[src/rtl/flag_unit.sv]
// flag_unit -- condition-flag register for a pipelined core.
//
// Purpose:
//   Captures the execute-stage ALU flags into a one-entry pending stage,
//   commits them into the architectural flags one cycle later under a
//   per-pair write mask, and keeps a shadow copy that can be saved and
//   restored (for example around an exception entry/return).
//
// Ports:
//   clk        in   1  rising-edge clock
//   reset      in   1  asynchronous, active-high reset
//   ALUFlags   in   4  new flags from the execute-stage ALU, {N,Z,C,V}
//   FlagW      in   2  write mask: [1] selects N,Z; [0] selects C,V
//   CondEx     in   1  condition-check result of the execute instruction
//   Valid      in   1  execute-stage instruction is real (not a bubble)
//   Stall      in   1  execute stage held; no capture
//   Flush      in   1  execute instruction killed; no capture
//   Save       in   1  snapshot the effective flags into the shadow register
//   Restore    in   1  reload the architectural flags from the shadow register
//   Flags      out  4  {N,Z,C,V} presented to the condition-check logic
//   Pending    out  1  a captured flag write is awaiting commit
//   FlagsSaved out  4  shadow register contents
//
// Configuration:
//   FLAG_BYPASS_EN  when defined, Flags forwards the pending write
//                   combinationally (Flags = effective flags). When undefined,
//                   Flags is the architectural register only and the hazard
//                   unit is expected to stall on Pending.

module flag_unit (
  input  logic       clk,
  input  logic       reset,
  input  logic [3:0] ALUFlags,
  input  logic [1:0] FlagW,
  input  logic       CondEx,
  input  logic       Valid,
  input  logic       Stall,
  input  logic       Flush,
  input  logic       Save,
  input  logic       Restore,
  output logic [3:0] Flags,
  output logic       Pending,
  output logic [3:0] FlagsSaved
);

  // Replace the bit pairs of 'base' selected by 'mask' with those of 'upd'.
  // mask[1] covers {N,Z} (bits 3:2), mask[0] covers {C,V} (bits 1:0).
  function automatic logic [3:0] merge_flags(input logic [3:0] base,
                                             input logic [3:0] upd,
                                             input logic [1:0] mask);
    logic [3:0] res;
    res[3:2] = mask[1] ? upd[3:2] : base[3:2];
    res[1:0] = mask[0] ? upd[1:0] : base[1:0];
    return res;
  endfunction

  logic [3:0] arch_flags_r;
  logic [3:0] pend_flags_r;
  logic [1:0] pend_mask_r;
  logic       pend_v_r;
  logic [3:0] saved_r;

  logic       cap_en_s;
  logic [3:0] eff_flags_s;
  logic [3:0] arch_next_s;
  logic [3:0] pend_flags_next_s;
  logic [1:0] pend_mask_next_s;
  logic       pend_v_next_s;
  logic [3:0] saved_next_s;

  // Restore suppresses capture: the restored flags supersede anything in flight.
  assign cap_en_s = Valid & CondEx & (FlagW != 2'b00) & ~Stall & ~Flush & ~Restore;

  // Effective flags: architectural flags overlaid with the in-flight write.
  always_comb begin
    eff_flags_s = arch_flags_r;
    if (pend_v_r) begin
      eff_flags_s = merge_flags(arch_flags_r, pend_flags_r, pend_mask_r);
    end else begin
      eff_flags_s = arch_flags_r;
    end
  end

  // Next-state for the architectural, pending and shadow registers.
  always_comb begin
    arch_next_s       = arch_flags_r;
    pend_flags_next_s = pend_flags_r;
    pend_mask_next_s  = pend_mask_r;
    pend_v_next_s     = 1'b0;
    saved_next_s      = saved_r;

    // The pending write belongs to an already-retired instruction, so it
    // commits regardless of Stall/Flush; only Restore discards it.
    if (Restore) begin
      arch_next_s = saved_r;
    end else if (pend_v_r) begin
      arch_next_s = merge_flags(arch_flags_r, pend_flags_r, pend_mask_r);
    end else begin
      arch_next_s = arch_flags_r;
    end

    // A new capture may land on the same edge as the commit of the previous
    // one, which keeps back-to-back flag writers lossless.
    if (cap_en_s) begin
      pend_flags_next_s = ALUFlags;
      pend_mask_next_s  = FlagW;
      pend_v_next_s     = 1'b1;
    end else begin
      pend_flags_next_s = pend_flags_r;
      pend_mask_next_s  = pend_mask_r;
      pend_v_next_s     = 1'b0;
    end

    // Save snapshots the effective flags so an in-flight write is not lost.
    if (Restore) begin
      saved_next_s = saved_r;
    end else if (Save) begin
      saved_next_s = eff_flags_s;
    end else begin
      saved_next_s = saved_r;
    end
  end

  // State registers with asynchronous clear.
  always_ff @(posedge clk or posedge reset) begin
    if (reset) begin
      arch_flags_r <= 4'b0000;
      pend_flags_r <= 4'b0000;
      pend_mask_r  <= 2'b00;
      pend_v_r     <= 1'b0;
      saved_r      <= 4'b0000;
    end else begin
      arch_flags_r <= arch_next_s;
      pend_flags_r <= pend_flags_next_s;
      pend_mask_r  <= pend_mask_next_s;
      pend_v_r     <= pend_v_next_s;
      saved_r      <= saved_next_s;
    end
  end

`ifdef FLAG_BYPASS_EN
  assign Flags = eff_flags_s;
`else
  assign Flags = arch_flags_r;
`endif

  assign Pending    = pend_v_r;
  assign FlagsSaved = saved_r;

endmodule
[config.mk]
export PLATFORM = sky130hd
export DESIGN_NAME = flag_unit
export DESIGN_NICKNAME = d
export VERILOG_FILES = /design/src/rtl/flag_unit.sv
export SDC_FILE = /design/constraint.sdc
export NUM_CORES = 1
export LEC_CHECK = 0
export ABC_AREA = 1
export CORE_MARGIN = 2
export CORE_UTILIZATION = 39
export CTS_CLUSTER_DIAMETER = 150
export DETAILED_ROUTE_END_ITERATION = 12
export DONT_BUFFER_PORTS = 1
export SLEW_MARGIN = 20
export SYNTH_ARGS = -nofsm -noshare
export SYNTH_HDL_FRONTEND = slang
export SYNTH_SLANG_ARGS = --single-unit
[constraint.sdc]
create_clock -name clk -period 1.1 [get_ports clk]
set_input_delay 0.055 -clock clk [delete_from_list [all_inputs] [get_ports clk]]
set_output_delay 0.055 -clock clk [all_outputs]
set_load 0.01 [all_outputs]
==> results.md, run 1 <==
- Final setup fails: 0
- GP Congestion: 0.731
- Initial antenna violation count: 0
- Initial core utilization: 0.408
- Initial drt markers: 4
- Worst slew pin tran: about 0.54 ns
- Top cells by area, synth: dfrtp_1, nand2_1, o211ai_1
- Crit path launch: Pending
- R2r endpoint: Flags[2]
- Cells after synthesis: 84
- Total negative slack: 0 ns
- Max Cap Viol: 0
- H-tree lvl count: 1
- TritonCTS clock tree: done
- Top-Level Pins: 23
- Status: finished, final reports clean
- Gr ovfl total: 0
- Routed len/inst: about 11 um
- Detailed Routing Iterations Pass 1: 4
- WHS: approximately 0.015 ns
- Worst Slack Setup Final: about 0.095 ns
- Mean Syn Cell Area: 8.21 um^2
- Fmax: 995 MHz
- PD cells: 1450 mW/mm^2
- Post-synth cell types: 10
- CP Launch Type: flop
- First-pass GRT wire length: roughly 2100 um
- Leakage dissipation: 0.491 nW
- Hold Startpoint: Stall
- Leading cell types in the layout, fill and taps excluded: nand2_1, dfrtp_1, inv_1
- CTS max path bufs: 2
- I/O Buffers: 0
- Via density: ~5
- Worst-path fanout max: 6
- FF-to-FF path depth: 4
- Seq/Total Area, Yosys: 0.544
- CTS Root Cell: clkbuf_4
- Most common cell after layout, fill and taps aside: nand2_1
- Hold WC Path Type: in -> reg
- Overall routing resource usage: 0.145
- Placed Cells: 101
- RSZ-0062 raised after global routing: no
- Layout cells sized above 1: 0.110
- Area share of the largest cell type after synthesis: 0.544
- Min Tclk post-route: 1.00 ns
- Design Area, Final: 853 um^2
- Largest net degree at the start of global routing: 16
- Total Routed Length: 1340 um
- Ys Warns: 0
- Placed inst area: 711 um^2
- Final period util: 0.914
- Pins Over Slew Limit: 0
- # nets final: 115
- Die width: 46.0 um
- Post-route DRC: 0
- Critical Path Sink: Flags[2]
- Final Hold Viols: 0
- Antenna Cells: 0
- Detail Route Antenna Nets: 0
- Num CTS Buffers: 3
- Crit end category: flop
- Syn Nets: a little under 100
- Largest area contributor in the netlist: dfrtp_1
- Vias: between 500 and 600
- Mapped Area: ~690 um^2
- Maximum vdd drop: 0.649 mV
- Arrival time worst endpoint: 1.17 ns
- Type of the worst setup path: reg -> reg
- RR Startpoint: Pending
- Slew margin rel.: 0.638
- CTS Sinks: 15
- Clock Latency Late Sink: 0.28 ns
- Tot Pwr: 1.24 mW
- Place WS: ~0.11 ns
- Utilization after layout: 0.505
- Chip height: 46.0 um
- Area Growth Syn to Fin: 23.8%
- CORE AREA: 0.00169 mm^2
- # rows: 15
- R2R Setup Slk: 0.1 ns
- Vias in the first global route: roughly 500
- DP Wirelength: 978 um
- Yosys reg bits: 15
- Die ar.: 0.00212 mm^2
- Clock-pin slew on the worst setup and hold paths: 0.10 ns
- Worst EP required: 1.26 ns
- Clock Skews: 0.00741 ns
- Post-Layout Cell Count: 117
worst max-delay path: stages (launching register included):
cell	delay (ns)
dfrtp_1	0.44
nand2_1	0.18
nand2_1	0.10
o211ai_1	0.10
nand2_1	0.07
power by group:
group / switching [mW] / internal (mW)
clock network: 0.179 / 0.135
logic: 0.102 / 0.0850
registers: 0.0930 / 0.644
cells in the mapped netlist:
| library cell | instances |
|---|---|
| dfrtp_1 | 15 |
| nand2_2 | 1 |
| o211ai_1 | 8 |
| nor2_1 | 5 |
| inv_1 | 10 |
| nand3_1 | 6 |
| nand2_4 | 1 |
| nand2_1 | 36 |
| nor2_4 | 1 |
| inv_2 | 1 |
layout make-up:
| class | count | area [um^2] |
|---|---|---|
| clock buffer | 3 | 22.5 |
| clock inverter | 1 | 5.00 |
| fill | 169 | 836 |
| inverter | 11 | 41.3 |
| multi-input combinational | 58 | 273 |
| sequential | 15 | 375 |
| tap | 17 | 21.3 |
| timing repair buffer | 12 | 115 |
worst min-delay path by stage:
stage	to	cells after the start
CTS	pend_mask_r[0]	3
detailed placement	FlagsSaved[2]	1
finish	pend_flags_r[1]	3
floorplan	FlagsSaved[0]	1
global route	pend_flags_r[1]	3
global placement	FlagsSaved[0]	1
repair_timing:
action,CTS,global route
buffers inserted,0,3
hold buffers,9,0
endpoints found under the setup margin,0,6
resized for setup,0,1
hold endpoints to repair,26,0
cell families (layout without fill, tap and decap cells):
family | count (synthesis) | count (layout) | synth area share
AOI/OAI and AO/OA | 8 | 8 | 0.0871
DFF | 15 | 15 | 0.544
buffers and inverters | 11 | 27 | 0.0599
and+or+nand+nor | 50 | 50 | 0.309
routing by layer:
metal,vias up,track usage,routed length (um)
met5,-,0,0
met4,0,0.0857,17
met3,2,0.0397,62
met2,19,0.208,621
met1,257,0.191,634
li1,299,-,-
registers in the layout (all words and copies together) (netlist names):
| signal | flops |
|---|---|
| Pending | 1 |
| pend_mask_r | 2 |
| FlagsSaved | 4 |
| Flags | 4 |
| pend_flags_r | 4 |
(Power assumes the default switching activity.)
==> inputs of run 2 (changes only) <==
==> constraint.sdc (replaced) <==
create_clock -name clk -period 1.2 [get_ports clk]
set_input_delay 0.06 -clock clk [delete_from_list [all_inputs] [get_ports clk]]
set_output_delay 0.06 -clock clk [all_outputs]
set_load 0.01 [all_outputs]
==> run 2 against run 1 <==
Compared with the run above:
- sequential power fell by 8.0%
- global-route usage grew 0.34 points
- critical path depth grew 3
- cell area shrank 4.1%
- wire length is 1.7% lower
==> results.md, run 2 (synthesis gave the netlist of run 1 again) <==
- Slew margin rel.: 0.626 (-0.0123)
- Vias in the first global route: 529 (+6.4%)
- Crit path launch: Restore
- Min Tclk post-route: 1.07 ns
- Clock-pin slew on the worst setup and hold paths: 0.09 ns (about the same)
- Hold WC Path Type: in -> reg
- Via density: 5.10 (+3.4%)
- Final period util: 0.892
- RR Startpoint: Pending
- Most common cell after layout, fill and taps aside: nand2_1
- Post-route DRC: 0 (unchanged)
- Chip height: 46.0 um (unchanged)
- CORE AREA: 0.00169 mm^2 (unchanged)
- RSZ-0062 raised after global routing: no
- Crit path depth: 7 (+3)
- Arrival time worst endpoint: 1.24 ns (+0.07 ns)
- Final setup fails: 0 (unchanged)
- Critical Path Sink: pend_flags_r[2]
- CP Launch Type: input pin
- First-pass GRT wire length: 2170 um (+2.9%)
- Post-CTS resize count: 0 (unchanged)
- Post-Layout Cell Count: 113 (-3.4%)
- Max Cap Viol: 0 (unchanged)
- R2r endpoint: FlagsSaved[2]
- Area Growth Syn to Fin: 18.7%
- Total negative slack: 0 ns (unchanged)
- Pins Over Slew Limit: 0 (unchanged)
- DP Wirelength: 993 um (+1.6%)
- GP Congestion: 0.731 (about the same)
- Top-Level Pins: 23 (unchanged)
- Worst slew pin tran: 0.560 ns (+0.0184 ns)
- H-tree lvl count: 1 (unchanged)
- CP delay by family, top: buffers and inverters
- Total Routed Length: 1310 um (-1.7%)
- Routed len/inst: 11.6 um (+1.8%)
- Initial drt markers: 9 (+5)
- Overall routing resource usage: 0.148 (+0.00337)
- Worst EP required: 1.37 ns (+0.11 ns)
- Status: finished, final reports clean
- Crit path buf inv count: 2 (+2)
- Vias: 576 (-0.17%)
- Largest net degree at the start of global routing: 16 (unchanged)
- # rows: 15 (unchanged)
- TritonCTS clock tree: done
- Initial core utilization: 0.408 (unchanged)
- Initial antenna violation count: 0 (unchanged)
- Num CTS Buffers: 3 (unchanged)
- CP max-delay cell: dlygate4sd3_1
- Antenna Cells: 0 (unchanged)
- FF-to-FF path depth: 4 (unchanged)
- Detailed Routing Iterations Pass 1: 4 (unchanged)
- Clock Skews: 0.00564 ns (-0.00177 ns)
- Type of the worst setup path: in -> reg
- Fmax: 935 MHz
- Die ar.: 0.00212 mm^2 (unchanged)
- I/O Buffers: 0 (unchanged)
- Clock Latency Late Sink: 0.28 ns (about the same)
- R2R Setup Slk: 0.20 ns (+0.10 ns)
- Placed Cells: 101 (unchanged)
- Die width: 46.0 um (unchanged)
- Maximum vdd drop: 0.672 mV (+3.5%)
- Detail Route Antenna Nets: 0 (unchanged)
- Max incr delay on CP: 0.62 ns (+0.18 ns)
- Gr ovfl total: 0 (unchanged)
- Cell repeated most along the worst path: nand2_1
- Utilization after layout: 0.484 (-0.0207)
- CTS Root Cell: clkbuf_4
- Crit end category: flop
- WHS: 0.0101 ns (-0.00476 ns)
- CTS max path bufs: 2 (unchanged)
- # nets final: 111 (-3.5%)
- CP Cell Sequence: dlygate4sd3_1 > inv_2 > nand2_4 > nor2_1 > nand2_2 > nand2_1 > nand2_1
- Worst-path fanout max: 7 (+1)
- PD cells: 1370 mW/mm^2 (-5.8%)
- Leakage dissipation: 0.463 nW (-5.6%)
- Layout cells sized above 1: 0.0833 (-0.0267)
- Final Hold Viols: 0 (unchanged)
- Leading cell types in the layout, fill and taps excluded: nand2_1, dfrtp_1, inv_1
- CTS Sinks: 15 (unchanged)
[run 2: where the power goes]
part | internal [mW] | switching, mW
combinational | 0.0693 | 0.0912
clock | 0.123 | 0.156
sequential | 0.591 | 0.0871
[run 2: what timing repair did]
item	4_1_cts	5_1_grt
hold buffers	8	0
buffers inserted	0	0
hold endpoints to repair	25	0
setup endpoints to repair	0	0
[run 2: worst min path at each step]
stage	slack, ns	endpoint	start	cells after the start
6_report	0.01	Pending	Flush	3
5_1_grt	0.01	Pending	Flush	3
4_1_cts	0.001	Pending	Flush	3
3_5_place_dp	0.04	FlagsSaved[2]	reset	1
3_3_place_gp	0.03	FlagsSaved[0]	reset	1
2_1_floorplan	-0.04	FlagsSaved[0]	reset	1
[run 2: area by class of cell]
cell class / count / area, um^2
inverter: 11 / 41.3
timing repair buffer: 8 / 80.1
clock buffer: 3 / 22.5
fill: 168 / 871
tap: 17 / 21.3
clock inverter: 1 / 5.00
sequential: 15 / 375
multi-input combinational: 58 / 273
[run 2: per-stage QoR]
step / instance area [um^2] / power [mW] / worst slack, ns
floorplan: 689 / 0.786 / 0.309
global placement: 711 / 0.823 / 0.226
detailed placement: 711 / 0.828 / 0.213
CTS: 818 / 1.14 / 0.118
global route: 818 / 1.21 / 0.0232
finish: 818 / 1.12 / 0.130
[run 2: tightest hold or removal path, cell delays in order]
cell,delay (ns)
nor2_1,0.03
nand2_2,0.12
inv_1,0.05
[run 2: per-layer routing]
metal  global-route usage  part of all wire  vias to the layer above
li1                     -                 -                      293
met1                0.177              0.46                      261
met2                0.236              0.47                       20
met3               0.0397             0.052                        2
met4               0.0857             0.013                        0
met5                    0                 0                        -
==> inputs of run 3 (changes only) <==
--- a/config.mk
+++ b/config.mk
@@ -6,7 +6,8 @@
 export NUM_CORES = 1
 export LEC_CHECK = 0
 export ABC_AREA = 1
-export CORE_MARGIN = 2
+export CAP_MARGIN = 15
+export CORE_MARGIN = 10
 export CORE_UTILIZATION = 39
 export CTS_CLUSTER_DIAMETER = 150
 export DETAILED_ROUTE_END_ITERATION = 12
==> run 3 against run 2 <==
Compared with the run above:
- sequential share of layout area fell by 0.55 points
- clock power rose by 4%
- non-clock buffer count did not move
- flip-flop and latch count did not move
- combinational power barely moved
- critical path type unchanged
==> results.md, run 3 (synthesis gave the netlist of run 1 again) <==
- Status: finished, final reports clean
- Min Tclk post-route: 1.09 ns (+0.0180 ns)
- CTS Sinks: 15 (unchanged)
- Post-CTS resize count: 0 (unchanged)
- Max incr delay on CP: 0.63 ns (about the same)
- Num CTS Buffers: 3 (unchanged)
- Clock-pin slew on the worst setup and hold paths: 0.10 ns (about the same)
- PD cells: 1360 mW/mm^2 (about the same)
- Gr ovfl total: 0 (unchanged)
- GP Congestion: 0.767 (+4.9%)
- Clock Latency Late Sink: 0.28 ns (about the same)
- CTS max path bufs: 2 (unchanged)
- Area Growth Syn to Fin: 20.1%
- Fmax: 919 MHz (-1.7%)
- Overall routing resource usage: 0.0959 (-0.0522)
- Clock Skews: 0.00967 ns (+0.00403 ns)
- H-tree lvl count: 1 (unchanged)
- Hold Startpoint: Flush
- CP Launch Type: input pin
- Utilization after layout: 0.485 (+0.000538)
- Hold buffers post-CTS: 8 (unchanged)
- Crit end category: flop
- Worst hold stages: 3 (unchanged)
- Type of the worst setup path: in -> reg
- Max Cap Viol: 0 (unchanged)
- Tot Pwr: 1.13 mW (+1.1%)
- Die ar.: 0.00385 mm^2 (+82%)
- Die width: 62.0 um (+35%)
- Vias in the first global route: 601 (+14%)
- Cell repeated most along the worst path: nand2_1
- Worst slew pin tran: 0.568 ns (+0.00777 ns)
- RR Startpoint: Pending
- Pins Over Slew Limit: 0 (unchanged)
- Post-route DRC: 0 (unchanged)
- CTS Root Cell: clkbuf_4
- FILL cells: 177 (+5.4%)
- Largest net degree at the start of global routing: 16 (unchanged)
- Layout cells sized above 1: 0.0833 (unchanged)
- Chip height: 62.0 um (+35%)
- Initial drt markers: 5 (-4)
- Switching share of power: 0.307 (+0.00791)
- FF-to-FF path depth: 4 (unchanged)
- CP Cell Sequence: dlygate4sd3_1 > inv_2 > nand2_4 > nor2_1 > nand2_2 > nand2_1 > nand2_1
- Most common cell after layout, fill and taps aside: nand2_1
- Top-Level Pins: 23 (unchanged)
- Via density: 4.66 (-8.6%)
- Total Routed Length: 1580 um (+20%)
- CP max-delay cell: dlygate4sd3_1
- Initial antenna violation count: 0 (unchanged)
- Clock share of power: 0.257 (+0.007)
- Leakage dissipation: 0.463 nW (unchanged)
- Arrival time worst endpoint: 1.26 ns (+0.02 ns)
- Final setup fails: 0 (unchanged)
- I/O Buffers: 0 (unchanged)
- Slew margin rel.: 0.621 (-0.00518)
- CORE AREA: 0.00171 mm^2 (+1.1%)
- Int Power: 0.783 mW (about the same)
- Total negative slack: 0 ns (unchanged)
- Antenna Cells: 0 (unchanged)
- Final Hold Viols: 0 (unchanged)
- Postcts setup bufs: 0 (unchanged)
- TritonCTS clock tree: done
- Design Area, Final: 828 um^2 (+1.2%)
- Initial core utilization: 0.404 (-0.00449)
- DP Wirelength: 1190 um (+20%)
- Sequential share of power: 0.601 (-0.005)
- # rows: 15 (unchanged)
- # nets final: 111 (unchanged)
- Crit path launch: Restore
- Maximum vdd drop: 0.666 mV (-0.98%)
- Detail Route Antenna Nets: 0 (unchanged)
- Hold WC Path Type: in -> reg
- WHS: 0.00967 ns (-0.000413 ns)
- Worst EP required: 1.37 ns (about the same)
- Routed len/inst: 13.0 um (+12%)
- Final period util: 0.907 (+0.0150)
- First-pass GRT wire length: 2750 um (+27%)
- Placed inst area: 721 um^2 (+1.4%)
- Sw power: 0.347 mW (+3.8%)
- Detailed Routing Iterations Pass 1: 4 (unchanged)
- Comb pwr share: 0.142 (-0.002)
- Leading cell types in the layout, fill and taps excluded: nand2_1, dfrtp_1, inv_1
- Vias: 564 (-2.1%)
- Worst-path fanout max: 7 (unchanged)
- RSZ-0062 raised after global routing: no
[run 3: final timing paths]
path                                    to  slack, ns
max                        pend_flags_r[0]       0.11
min                                Pending       0.01
max reg2reg                  FlagsSaved[1]       0.20
min reg2reg                 pend_mask_r[0]       0.49
max in group asynchronous         Flags[0]       0.55
min in group asynchronous    FlagsSaved[3]       0.27
[run 3: power by group through the flow]
| stage | Sequential, mW | Clock [mW] | Combinational [mW] |
|---|---|---|---|
| after detailed placement | 0.693 | 0 | 0.140 |
| after global routing | 0.692 | 0.318 | 0.195 |
| final | 0.679 | 0.291 | 0.160 |
| after CTS | 0.683 | 0.296 | 0.163 |
| after global placement | 0.690 | 0 | 0.136 |
| after floorplan | 0.668 | 0 | 0.118 |
[run 3: metrics by stage]
stage / instances / worst slack [ns]
after floorplan: 84 / 0.309
after global placement: 109 / 0.214
after detailed placement: 109 / 0.213
after CTS: 121 / 0.0943
after global routing: 121 / 0.0434
final: 121 / 0.112
[run 3: layout make-up]
class | instances | area, um^2 | share of cell area
sequential | 15 | 375 | 0.453
multi-input combinational | 58 | 273 | 0.329
timing repair buffer | 8 | 80.1 | 0.0967
inverter | 11 | 41.3 | 0.0498
tap | 25 | 31.3 | 0.0378
clock buffer | 3 | 22.5 | 0.0272
clock inverter | 1 | 5.00 | 0.00604
[run 3: layer usage]
layer  vias to the layer above  routed length, um  GRT usage
met2                        19                738      0.148
li1                        291                  -          -
met1                       254                694      0.116
met4                         0                  0     0.0573
met5                         -                  0          0
met3                         0                144     0.0264
[run 3: critical path: cells and delay by family]
family / cells / cell delay (ns)
buffers and inverters: 2 / 0.78
AND/OR/NAND/NOR: 5 / 0.41
